[src/rtl/cpu_pkg.sv]
// Shared CPU definitions: default bus widths, opcode encodings and the
// fetch FSM state encoding used by instr_fetch and the controller.
package cpu_pkg;

  localparam int ADDR_W_DEFAULT = 5;
  localparam int DATA_W_DEFAULT = 8;

  localparam logic [2:0] OP_HLT = 3'b000;
  localparam logic [2:0] OP_SKZ = 3'b001;
  localparam logic [2:0] OP_ADD = 3'b010;
  localparam logic [2:0] OP_AND = 3'b011;
  localparam logic [2:0] OP_XOR = 3'b100;
  localparam logic [2:0] OP_LDA = 3'b101;
  localparam logic [2:0] OP_STO = 3'b110;
  localparam logic [2:0] OP_JMP = 3'b111;

  typedef enum logic [1:0] {
    FETCH  = 2'b00,
    ISSUE  = 2'b01,
    EXEC   = 2'b10,
    HALTED = 2'b11
  } fetch_state_t;

endpackage

[src/rtl/pc_reg.sv]
// Program counter: parallel load for jumps, increment with natural wrap
// at 2^ADDR_W. Load takes priority over increment.
module pc_reg #(
  parameter int ADDR_W = 5
) (
  input  logic              clk,
  input  logic              rst_n,
  input  logic              load,
  input  logic [ADDR_W-1:0] load_val,
  input  logic              inc,
  output logic [ADDR_W-1:0] pc
);

  always_ff @(posedge clk or negedge rst_n) begin
    if (!rst_n) begin
      pc <= '0;
    end else if (load) begin
      pc <= load_val;
    end else if (inc) begin
      pc <= pc + ADDR_W'(1);
    end
  end

endmodule

[src/rtl/instr_fetch.sv]
// Instruction fetch unit: requests program memory at pc, latches the
// instruction register, issues it to the controller and resolves HLT/JMP/SKZ.
module instr_fetch
  import cpu_pkg::*;
#(
  parameter int ADDR_W = ADDR_W_DEFAULT,
  parameter int DATA_W = DATA_W_DEFAULT
) (
  input  logic              clk,
  input  logic              rst_n,
  output logic              mem_req,
  output logic [ADDR_W-1:0] mem_addr,
  input  logic [DATA_W-1:0] mem_rdata,
  input  logic              mem_ack,
  output logic              ir_valid,
  output logic [2:0]        opcode,
  output logic [ADDR_W-1:0] operand,
  output logic [ADDR_W-1:0] pc,
  input  logic              ctrl_done,
  input  logic              acc_zero,
  input  logic              resume,
  output logic              halted
);

  fetch_state_t      state;
  fetch_state_t      state_next;
  logic [DATA_W-1:0] ir;
  logic              fetch_armed;
  logic              ir_load;
  logic              pc_load;
  logic              pc_inc;

  // fetch_armed holds off the request for one cycle after reset release so
  // the first fetch starts on the first rising edge with rst_n high.
  always_ff @(posedge clk or negedge rst_n) begin
    if (!rst_n) begin
      state       <= FETCH;
      fetch_armed <= 1'b0;
      ir          <= '0;
    end else begin
      state       <= state_next;
      fetch_armed <= 1'b1;
      if (ir_load) begin
        ir <= mem_rdata;
      end
    end
  end

  always_comb begin
    state_next = state;
    ir_load    = 1'b0;
    pc_load    = 1'b0;
    pc_inc     = 1'b0;
    unique case (state)
      FETCH: begin
        if (mem_req && mem_ack) begin
          ir_load    = 1'b1;
          pc_inc     = 1'b1;
          state_next = ISSUE;
        end
      end
      ISSUE: begin
        state_next = EXEC;
      end
      EXEC: begin
        if (ctrl_done) begin
          state_next = FETCH;
          case (opcode)
            OP_HLT:  state_next = HALTED;
            OP_JMP:  pc_load = 1'b1;
            OP_SKZ:  pc_inc = acc_zero;
            default: ;
          endcase
        end
      end
      HALTED: begin
        if (resume) begin
          state_next = FETCH;
        end
      end
      default: begin
        state_next = FETCH;
      end
    endcase
  end

  assign mem_req  = fetch_armed && (state == FETCH);
  assign mem_addr = pc;
  assign ir_valid = (state == ISSUE);
  assign halted   = (state == HALTED);
  assign opcode   = ir[DATA_W-1 -: 3];
  assign operand  = ir[ADDR_W-1:0];

  pc_reg #(
    .ADDR_W(ADDR_W)
  ) u_pc_reg (
    .clk      (clk),
    .rst_n    (rst_n),
    .load     (pc_load),
    .load_val (operand),
    .inc      (pc_inc),
    .pc       (pc)
  );

endmodule
[config.mk]
export PLATFORM = sky130hd
export DESIGN_NAME = instr_fetch
export DESIGN_NICKNAME = d
export VERILOG_FILES = /design/src/rtl/cpu_pkg.sv /design/src/rtl/pc_reg.sv /design/src/rtl/instr_fetch.sv
export SDC_FILE = /design/constraint.sdc
export NUM_CORES = 1
export LEC_CHECK = 0
export BUFFER_PORTS_ARGS = -buffer_cell sky130_fd_sc_hd__buf_2
export CAP_MARGIN = 20
export CORE_MARGIN = 4
export CORE_UTILIZATION = 35
export DETAILED_ROUTE_END_ITERATION = 7
export GPL_ROUTABILITY_DRIVEN = 0
export SLEW_MARGIN = 20
export SYNTH_ARGS = -nofsm -noshare
export SYNTH_HDL_FRONTEND = slang
export SYNTH_HIERARCHICAL = 1
export SYNTH_SLANG_ARGS = --single-unit
[constraint.sdc]
create_clock -name clk -period 5.1 [get_ports clk]
set_input_delay 0.765 -clock clk [delete_from_list [all_inputs] [get_ports clk]]
set_output_delay 0.765 -clock clk [all_outputs]
set_load 0.005 [all_outputs]
==> results.py, run 1 <==
metrics = {
    "run_status": {
        "outcome": "finished, final reports clean",
    },
    "pwr": {
        "ir_worst_vdd_v": 0.000235,
        "power_density_nw_per_um2": 541,
        "power_uw": 528,
        "power.leakage_uw": 0.000477,
    },
    "drt": {
        "drc": 0,
        "first_pass_iters": 4,
        "vias": 590,
        "drt_iter0_drc": 2,
        "avgRoutedWirePerCell_um": 12.3,
        "vias_per_cell": 4.76,
        "drtAntennaViolNets": 0,
        "drt-total-wl_um": 1520,
    },
    "yosys": {
        "synth_cells": 65,
        "synthDistinctLibCells": 26,
        "synth_nets": 80,
        "synth_largest_area_cell": "dfrtp_1",
        "seq_area_frac_synth_pct": 51.9,
        "synthTopCellsByArea": "dfrtp_1, mux2_2, buf_4",
        "synth-seq-cells": 16,
        "ys.flop_type": "dfrtp_1",
        "synth_edf_count": 0,
        "postSynthAreaPerCell_sq_um": 11.9,
        "synthTopCellsByCount": "dfrtp_1, mux2_2, buf_4, nand2_1, o21ai_0",
        "synth_most_common_cell": "dfrtp_1",
        "synth_warnings": 6,
        "synth_async_sr_flop_share_pct": 100,
        "yosysTopAreaCellShare_pct": 51.9,
        "syn_area_sq_um": 771,
    },
    "global_routing": {
        "overflow": 0,
        "antenna_found_initial": 0,
        "grt_pass1_wl_um": 2350,
        "grt_max_degree": 17,
        "grt_pass1_vias": 530,
        "track_usage_pct": 11.1,
    },
    "cts": {
        "cts_resized": 0,
        "numCtsBuffers": 3,
        "clock_latency_ns": 0.28,
        "htree_levels": 1,
        "clk_pin_slew_worst_paths_ns": 0.09,
        "cts.path.max_buffers": 2,
        "cts.sinks": 16,
        "postCtsSetupRepairBufs": 0,
        "cts_root_buf": "clkbuf_4",
        "tritoncts": "built",
        "cts_hold_buf": 0,
    },
    "finish": {
        "layout.nets": 113,
        "largest_reg_flops": 8,
        "drive_gt1_share_pct": 51.5,
        "antennaDiodeCount": 0,
        "synthToLayoutAreaGrowth_pct": 26.6,
    },
    "critical_path": {
        "critical_path_required_ns": 4.34,
        "cp_top_family": "flip-flops",
        "cp-start-kind": "flip-flop",
        "path_cells": "nor3b_1, buf_2",
        "cp_data_arrival_time_ns": 1.10,
        "critPathKind": "flip-flop to primary output",
        "cp-end-kind": "primary output",
        "cp_slowest_cell": "dfrtp_1",
        "cp_max_fo": 7,
        "slowest_delay_ns": 0.45,
        "path_buf_inv": 1,
    },
    "floorplanning": {
        "dieArea_sq_um": 3020,
        "pin_count": 35,
        "fp.dieH_um": 54.9,
        "start_util_pct": 38.1,
        "core_sq_um": 2020,
        "rows": 16,
        "die_x_um": 54.9,
    },
    "placement": {
        "port_buffers": 34,
        "hpwl_um": 1220,
    },
    "sta": {
        "rsz0062_at_grt": "false",
        "finalCriticalPeriod_ns": 1.86,
        "finalSetupTns_ns": 0,
        "finalMaxSlewViolations": 0,
        "whs_ns": 0.371,
        "fmax_mhz": 537,
        "fin_crit_sh_pct": 36.5,
        "fin_skew_ns": 0.00597,
        "hold_viol_final": 0,
        "finalSetupViolCount": 0,
    },
    "flow_run": {
        "drv_cap": 0,
    },
    "hold_path": {
        "min_path_type": "input port to asynchronous set/reset pin",
    },
}
-- cell families (layout without fill, tap and decap cells) --
family,count (synthesis),after routing,synth area share (%)
buffers and inverters,8,40,6.82
AO/OA/AOI/OAI,8,8,7.14
multiplexers,10,10,14.4
other,1,1,0.487
AND/OR/NAND/NOR,17,17,13.0
flip-flops,16,16,51.9
XOR/XNOR,4,4,4.55
adder cells (fa/ha/maj),1,1,1.62
-- per-stage QoR --
stage                     util (%)  setup WS, ns  area (sq um)  cells
after floorplan                  -          3.17           771     65
after global placement        46.5          3.04           940    120
after detailed placement      46.5          3.01           940    120
after CTS                     48.3          3.23           976    124
after global routing          48.3          3.17           976    124
final                         48.3          3.24           976    124
-- cells in the final DEF, fill, tap and decap left out, types with 2 or more instances in the layout --
master | netlist | final
o21ai_0 | 3 | 3
xor2_1 | 2 | 2
clkbuf_4 | 0 | 3
xnor2_1 | 2 | 2
mux2_2 | 9 | 9
nor2b_1 | 2 | 2
nand4_1 | 2 | 2
dfrtp_1 | 16 | 16
nand2_1 | 6 | 6
buf_2 | 0 | 34
-- path summary, 6_finish.rpt --
kind | start | end | slack, ns | cells past startpoint
hold reg to reg | ir[1] | u_pc_reg/pc[1] | 0.51 | 2
setup reg to reg | state[1] | u_pc_reg/pc[3] | 3.30 | 6
max in group asynchronous | rst_n | u_pc_reg/pc[3] | 4.47 | 1
hold / removal | rst_n | ir[5] | 0.37 | 1
setup / recovery | state[1] | mem_req | 3.24 | 2
min in group clk | ir[1] | u_pc_reg/pc[1] | 0.51 | 2
-- layout make-up --
type	instances	area, sq um
Inverter	1	3.75
Tap cell	27	33.8
Multi-Input combinational cell	41	324
Sequential cell	16	400
Fill cell	204	1050
Clock buffer	4	36.3
Timing Repair Buffer	35	178
-- where the power goes --
part           internal, uW  switching, uW  total, uW
sequential              185           63.1        248
clock                  43.4           38.4       81.8
combinational           120           78.8        198
-- metal layers --
layer / GRT usage [%] / wire (um)
met5: 0 / 0
met4: 4.86 / 17
met3: 3.22 / 87
met2: 18.5 / 777
met1: 13.2 / 640
Power figures use the tool's default switching activity.
==> run 2, diff against run 1 <==
==> constraint.sdc (replaced) <==
create_clock -name clk -period 1.9 [get_ports clk]
set_input_delay 0.285 -clock clk [delete_from_list [all_inputs] [get_ports clk]]
set_output_delay 0.285 -clock clk [all_outputs]
set_load 0.005 [all_outputs]
==> run 2 against run 1 <==
Against the previous run:
- hold slack worse by 0.15 ns
- final cell count grew 1.6%
- total power rose to 2.7 times the previous value
- via count increased by 1.4%
- register-to-register slack got worse by 3.0 ns
- critical path depth up 3
- sequential share of layout area down 0.72 points
- non-clock buffer count grew 2
- clock power increased to 2.8 times the previous value
- utilization grew 0.87 points
- sequential cell count unchanged
- clock skew fell by 0.0030 ns
- largest cell class unchanged
- highest routed layer unchanged
==> results.py, run 2 (synthesized netlist as in run 1, its figures left out) <==
metrics = {
    "run_status": {
        "outcome": "finished, final reports clean",
    },
    "cts": {
        "cts_resized": 0,
        "cts.sinks": 16,
        "clock_latency_ns": 0.28,
        "tritoncts": "built",
        "cts.path.max_buffers": 2,
        "cts_root_buf": "clkbuf_4",
        "numCtsBuffers": 3,
        "htree_levels": 1,
        "clk_pin_slew_worst_paths_ns": 0.10,
    },
    "floorplanning": {
        "start_util_pct": 38.1,
        "rows": 16,
        "die_x_um": 54.9,
        "core_sq_um": 2020,
        "fp.dieH_um": 54.9,
        "pin_count": 35,
        "dieArea_sq_um": 3020,
    },
    "drt": {
        "vias_per_cell": 4.75,
        "drc": 0,
        "avgRoutedWirePerCell_um": 12.9,
        "drt_iter0_drc": 10,
        "drt-total-wl_um": 1630,
        "first_pass_iters": 4,
        "drtAntennaViolNets": 0,
        "vias": 598,
    },
    "global_routing": {
        "grt_max_degree": 17,
        "track_usage_pct": 12.3,
        "grt_pass1_vias": 582,
        "overflow": 0,
        "grt_pass1_wl_um": 2570,
        "antenna_found_initial": 0,
    },
    "finish": {
        "synthToLayoutAreaGrowth_pct": 28.9,
        "fill_cells": 205,
        "layout_common_cells": "buf_2, dfrtp_1, mux2_2, nand2_1",
        "layout_commonest_cell": "buf_2",
        "ff_latch_area_sq_um": 400,
        "largest_reg_flops": 8,
        "multi_input_area_sq_um": 324,
        "drive_gt1_share_pct": 51.5,
        "layout.nets": 115,
        "antennaDiodeCount": 0,
    },
    "sta": {
        "finalCriticalPeriod_ns": 1.63,
        "whs_ns": 0.223,
        "fin_crit_sh_pct": 86.0,
        "fmax_mhz": 612,
        "finalSetupViolCount": 0,
        "rsz0062_at_grt": "false",
        "finalMaxSlewViolations": 0,
        "fin_skew_ns": 0.00300,
        "hold_viol_final": 0,
        "finalSetupTns_ns": 0,
    },
    "critical_path": {
        "r2r_slack_ns": 0.27,
        "critical_path_required_ns": 2.08,
        "cp_data_arrival_time_ns": 1.81,
        "cp-end-kind": "flip-flop",
        "critPathKind": "flip-flop to flip-flop",
        "cp-start-kind": "flip-flop",
        "cp_max_fo": 7,
    },
    "pwr": {
        "ir_worst_vdd_v": 0.000720,
        "power.leakage_uw": 0.000487,
        "power_density_nw_per_um2": 1440,
    },
    "flow_run": {
        "drv_cap": 0,
    },
    "placement": {
        "port_buffers": 34,
    },
    "hold_path": {
        "min_path_type": "input port to flip-flop",
    },
}
==> run 2: layout make-up <==
class                      count  share of cell area, %
sequential                    16                   40.3
clock buffer                   4                   3.65
multi-input combinational     41                   32.6
inverter                       1                  0.378
tap                           27                   3.40
timing repair buffer          37                   19.6
==> run 2: critical path: stages (launching register included) <==
cell	delay (ns)
dfrtp_1	0.45
nor4bb_2	0.34
a31o_2	0.21
nand4_1	0.12
xnor2_1	0.14
mux2_2	0.26
==> run 2: path summary, 6_finish.rpt <==
kind	start	end	cells after the start
max reg2reg	state[1]	u_pc_reg/pc[3]	5
max	state[1]	u_pc_reg/pc[3]	5
min	mem_rdata[2]	ir[2]	2
max in group asynchronous	rst_n	fetch_armed	2
min reg2reg	ir[0]	u_pc_reg/pc[0]	2
min in group asynchronous	rst_n	u_pc_reg/pc[0]	2
==> run 2: where the power goes <==
part / switching, uW / internal, uW
clock network: 110 / 117
registers: 176 / 496
logic: 212 / 324
total: 498 / 937
==> run 2: metrics by stage <==
stage	power (uW)	util [%]	instances	cell area, sq um	setup WS, ns
2_1_floorplan	999	-	65	771	0.252
3_3_place_gp	1210	46.8	121	947	0.313
3_5_place_dp	1230	46.8	121	947	0.262
4_1_cts	1460	49.1	126	993	0.247
5_1_grt	1560	49.1	126	993	0.162
6_report	1440	49.1	126	993	0.267
==> run 2: per-layer routing <==
layer | GRT usage [%] | wire length [um]
met1 | 14.8 | 718
met2 | 20.3 | 803
met3 | 1.61 | 69
met4 | 8.50 | 39
met5 | 0 | 0
==> run 2: what timing repair did <==
action,in CTS,in global routing
hold buffers,1,0
hold endpoints to repair,16,0
setup buffers,0,0
endpoints found under the setup margin,0,0
==> run 3, diff against run 2 <==
--- a/config.mk
+++ b/config.mk
@@ -14,5 +14,4 @@
 export SLEW_MARGIN = 20
 export SYNTH_ARGS = -nofsm -noshare
 export SYNTH_HDL_FRONTEND = slang
-export SYNTH_HIERARCHICAL = 1
 export SYNTH_SLANG_ARGS = --single-unit
==> run 3 against run 2 <==
Against the previous run:
- routed wire length grew 2.1%
- count of clock-buffer cells in the layout is the same
- synthesized cell count grew 12%
- clock power shrank 3%
- via count grew 9.7%
- critical path type unchanged
- critical path depth shrank 1
- total power grew 1.7%
==> results.py, run 3 <==
metrics = {
    "finish": {
        "layout.nets": 125,
        "fill_cells": 222,
        "fin_cells": 137,
        "synthToLayoutAreaGrowth_pct": 27.5,
        "layout_common_cells": "buf_2, dfrtp_1, mux2_2, nor2_1",
        "drive_gt1_share_pct": 51.4,
        "antennaDiodeCount": 0,
        "layout_commonest_cell": "buf_2",
        "largest_reg_flops": 8,
    },
    "pwr": {
        "power.leakage_uw": 0.000506,
        "ir_worst_vdd_v": 0.000715,
        "power_density_nw_per_um2": 1410,
    },
    "floorplanning": {
        "rows": 17,
        "dieArea_sq_um": 3150,
        "die_x_um": 56.1,
        "fp.dieH_um": 56.1,
        "core_sq_um": 2210,
        "start_util_pct": 36.6,
        "pin_count": 35,
    },
    "hold_path": {
        "hold_start": "resume",
        "whs_path_depth": 2,
        "min_path_type": "input port to flip-flop",
    },
    "global_routing": {
        "grt_max_degree": 17,
        "grt-busiest-layer": "met2",
        "grt_pass1_wl_um": 2960,
        "grt_util_met1_pct": 14.8,
        "grt.met2_usage_pct": 17.7,
        "grt_pass1_vias": 680,
        "grt_util_met3_pct": 3.94,
        "track_usage_pct": 11.7,
        "antenna_found_initial": 0,
        "overflow": 0,
    },
    "yosys": {
        "synth_cells": 73,
        "synthTopCellsByArea": "dfrtp_1, mux2_2, buf_4",
        "syn_area_sq_um": 810,
        "synth_edf_count": 0,
        "synth-seq-cells": 16,
        "synthTopCellsByCount": "dfrtp_1, mux2_2, nor2_1",
        "postSynthAreaPerCell_sq_um": 11.1,
        "synth_nets": 88,
        "synth_warnings": 0,
        "synth_largest_area_cell": "dfrtp_1",
        "synthDistinctLibCells": 27,
        "yosysTopAreaCellShare_pct": 49.5,
        "synth_async_sr_flop_share_pct": 100,
        "ys.flop_type": "dfrtp_1",
        "synth_most_common_cell": "dfrtp_1",
        "seq_area_frac_synth_pct": 49.5,
    },
    "sta": {
        "finalCriticalPeriod_ns": 1.80,
        "finalSetupTns_ns": 0,
        "fmax_mhz": 557,
        "fin_skew_ns": 0.00161,
        "finalSetupViolCount": 0,
        "hold_viol_final": 0,
        "whs_ns": 0.184,
        "finalMaxSlewViolations": 0,
        "fin_crit_sh_pct": 94.5,
        "rsz0062_at_grt": "false",
    },
    "critical_path": {
        "crit-reg2reg-launch": "state[0]",
        "cp-end-kind": "flip-flop",
        "r2r_cells": 4,
        "cp_data_arrival_time_ns": 2.00,
        "slowest_delay_ns": 0.55,
        "crit_start": "state[0]",
        "cp_slowest_cell": "or4b_4",
        "critical_path_required_ns": 2.10,
        "critPathKind": "flip-flop to flip-flop",
        "cp-start-kind": "flip-flop",
        "path_cells": "or4b_4, o21ba_1, or3_1, a31oi_1",
        "cp_max_fo": 5,
    },
    "placement": {
        "hpwl_um": 1310,
        "port_buffers": 34,
        "dp_cells": 131,
    },
    "cts": {
        "clk_pin_slew_worst_paths_ns": 0.09,
        "tritoncts": "built",
        "cts_root_buf": "clkbuf_4",
        "htree_levels": 1,
        "numCtsBuffers": 3,
        "cts.sinks": 16,
        "cts.path.max_buffers": 2,
        "clock_latency_ns": 0.28,
    },
    "run_status": {
        "outcome": "finished, final reports clean",
    },
    "drt": {
        "avgRoutedWirePerCell_um": 12.2,
        "first_pass_iters": 4,
        "drtAntennaViolNets": 0,
        "drt-total-wl_um": 1670,
        "drc": 0,
        "vias": 656,
        "vias_per_cell": 4.79,
        "drt_iter0_drc": 7,
    },
    "flow_run": {
        "drv_cap": 0,
    },
}
run 3: cell count changes after synthesis, sizes merged, moves of 2 or more:
cell	change
or3	+3
inv	+2
a21oi	+3
nand3	+3
nor2b	-2
a31oi	+3
nand4	-2
nor2	+5
nand2	-4
xnor2	-2
run 3: critical path: cells and delay by family (launching register included):
| kind | cells | cell delay [ns] |
|---|---|---|
| AND/OR/NAND/NOR | 2 | 0.91 |
| AO/OA/AOI/OAI | 2 | 0.42 |
| flip-flops | 1 | 0.39 |
run 3: report_power, final:
part | internal (uW) | switching, uW
registers | 496 | 146
clock network | 117 | 103
logic | 347 | 250
total | 960 | 499
run 3: final timing paths:
path	to	slack, ns
worst max-delay path	u_pc_reg.pc[4]	0.10
worst min-delay path	state[1]	0.18
worst max register to register	u_pc_reg.pc[4]	0.10
worst min register to register	u_pc_reg.pc[1]	0.52
max in group asynchronous	state[0]	1.21
min in group asynchronous	u_pc_reg.pc[2]	0.44
run 3: repair_timing:
| action | in CTS | in global routing |
|---|---|---|
| resized for setup | 0 | 0 |
| hold buffers | 1 | 0 |
| setup endpoints to repair | 0 | 1 |
| endpoints found under the hold margin | 16 | 0 |
| buffers inserted | 0 | 1 |
run 3: final cells by class:
class	instances	area, sq um	area share, %
Timing Repair Buffer	40	218	21.1
Multi-Input combinational cell	46	332	32.1
Inverter	3	11.3	1.09
Tap cell	28	35.0	3.39
Clock buffer	4	36.3	3.52
Sequential cell	16	400	38.8
run 3: kinds of logic (layout without fill, tap and decap cells):
logic type	Yosys count	in the layout	synth area share [%]
compound gates	14	14	10.7
xor+xnor	1	1	1.08
fa+ha+maj	1	1	1.55
buf+inv	11	47	9.58
flops	16	16	49.5
mux	9	9	12.4
other cells	1	1	0.463
simple gates	20	20	14.8
run 3: per-layer routing:
metal  vias to the layer above  share of wire [%]
met5                         -                  0
met2                        28                 45
met4                         0               0.54
met1                       299                 45
met3                         2                 10
li1                        327                  -
run 3: metrics by stage:
stage | worst slack (ns) | util (%) | area [sq um] | power (uW)
2_1_floorplan | 0.0775 | - | 810 | 1010
3_3_place_gp | 0.186 | 44.2 | 978 | 1220
3_5_place_dp | 0.114 | 44.2 | 978 | 1240
4_1_cts | 0.0827 | 46.3 | 1020 | 1470
5_1_grt | 0.0241 | 46.7 | 1030 | 1600
6_report | 0.105 | 46.7 | 1030 | 1460
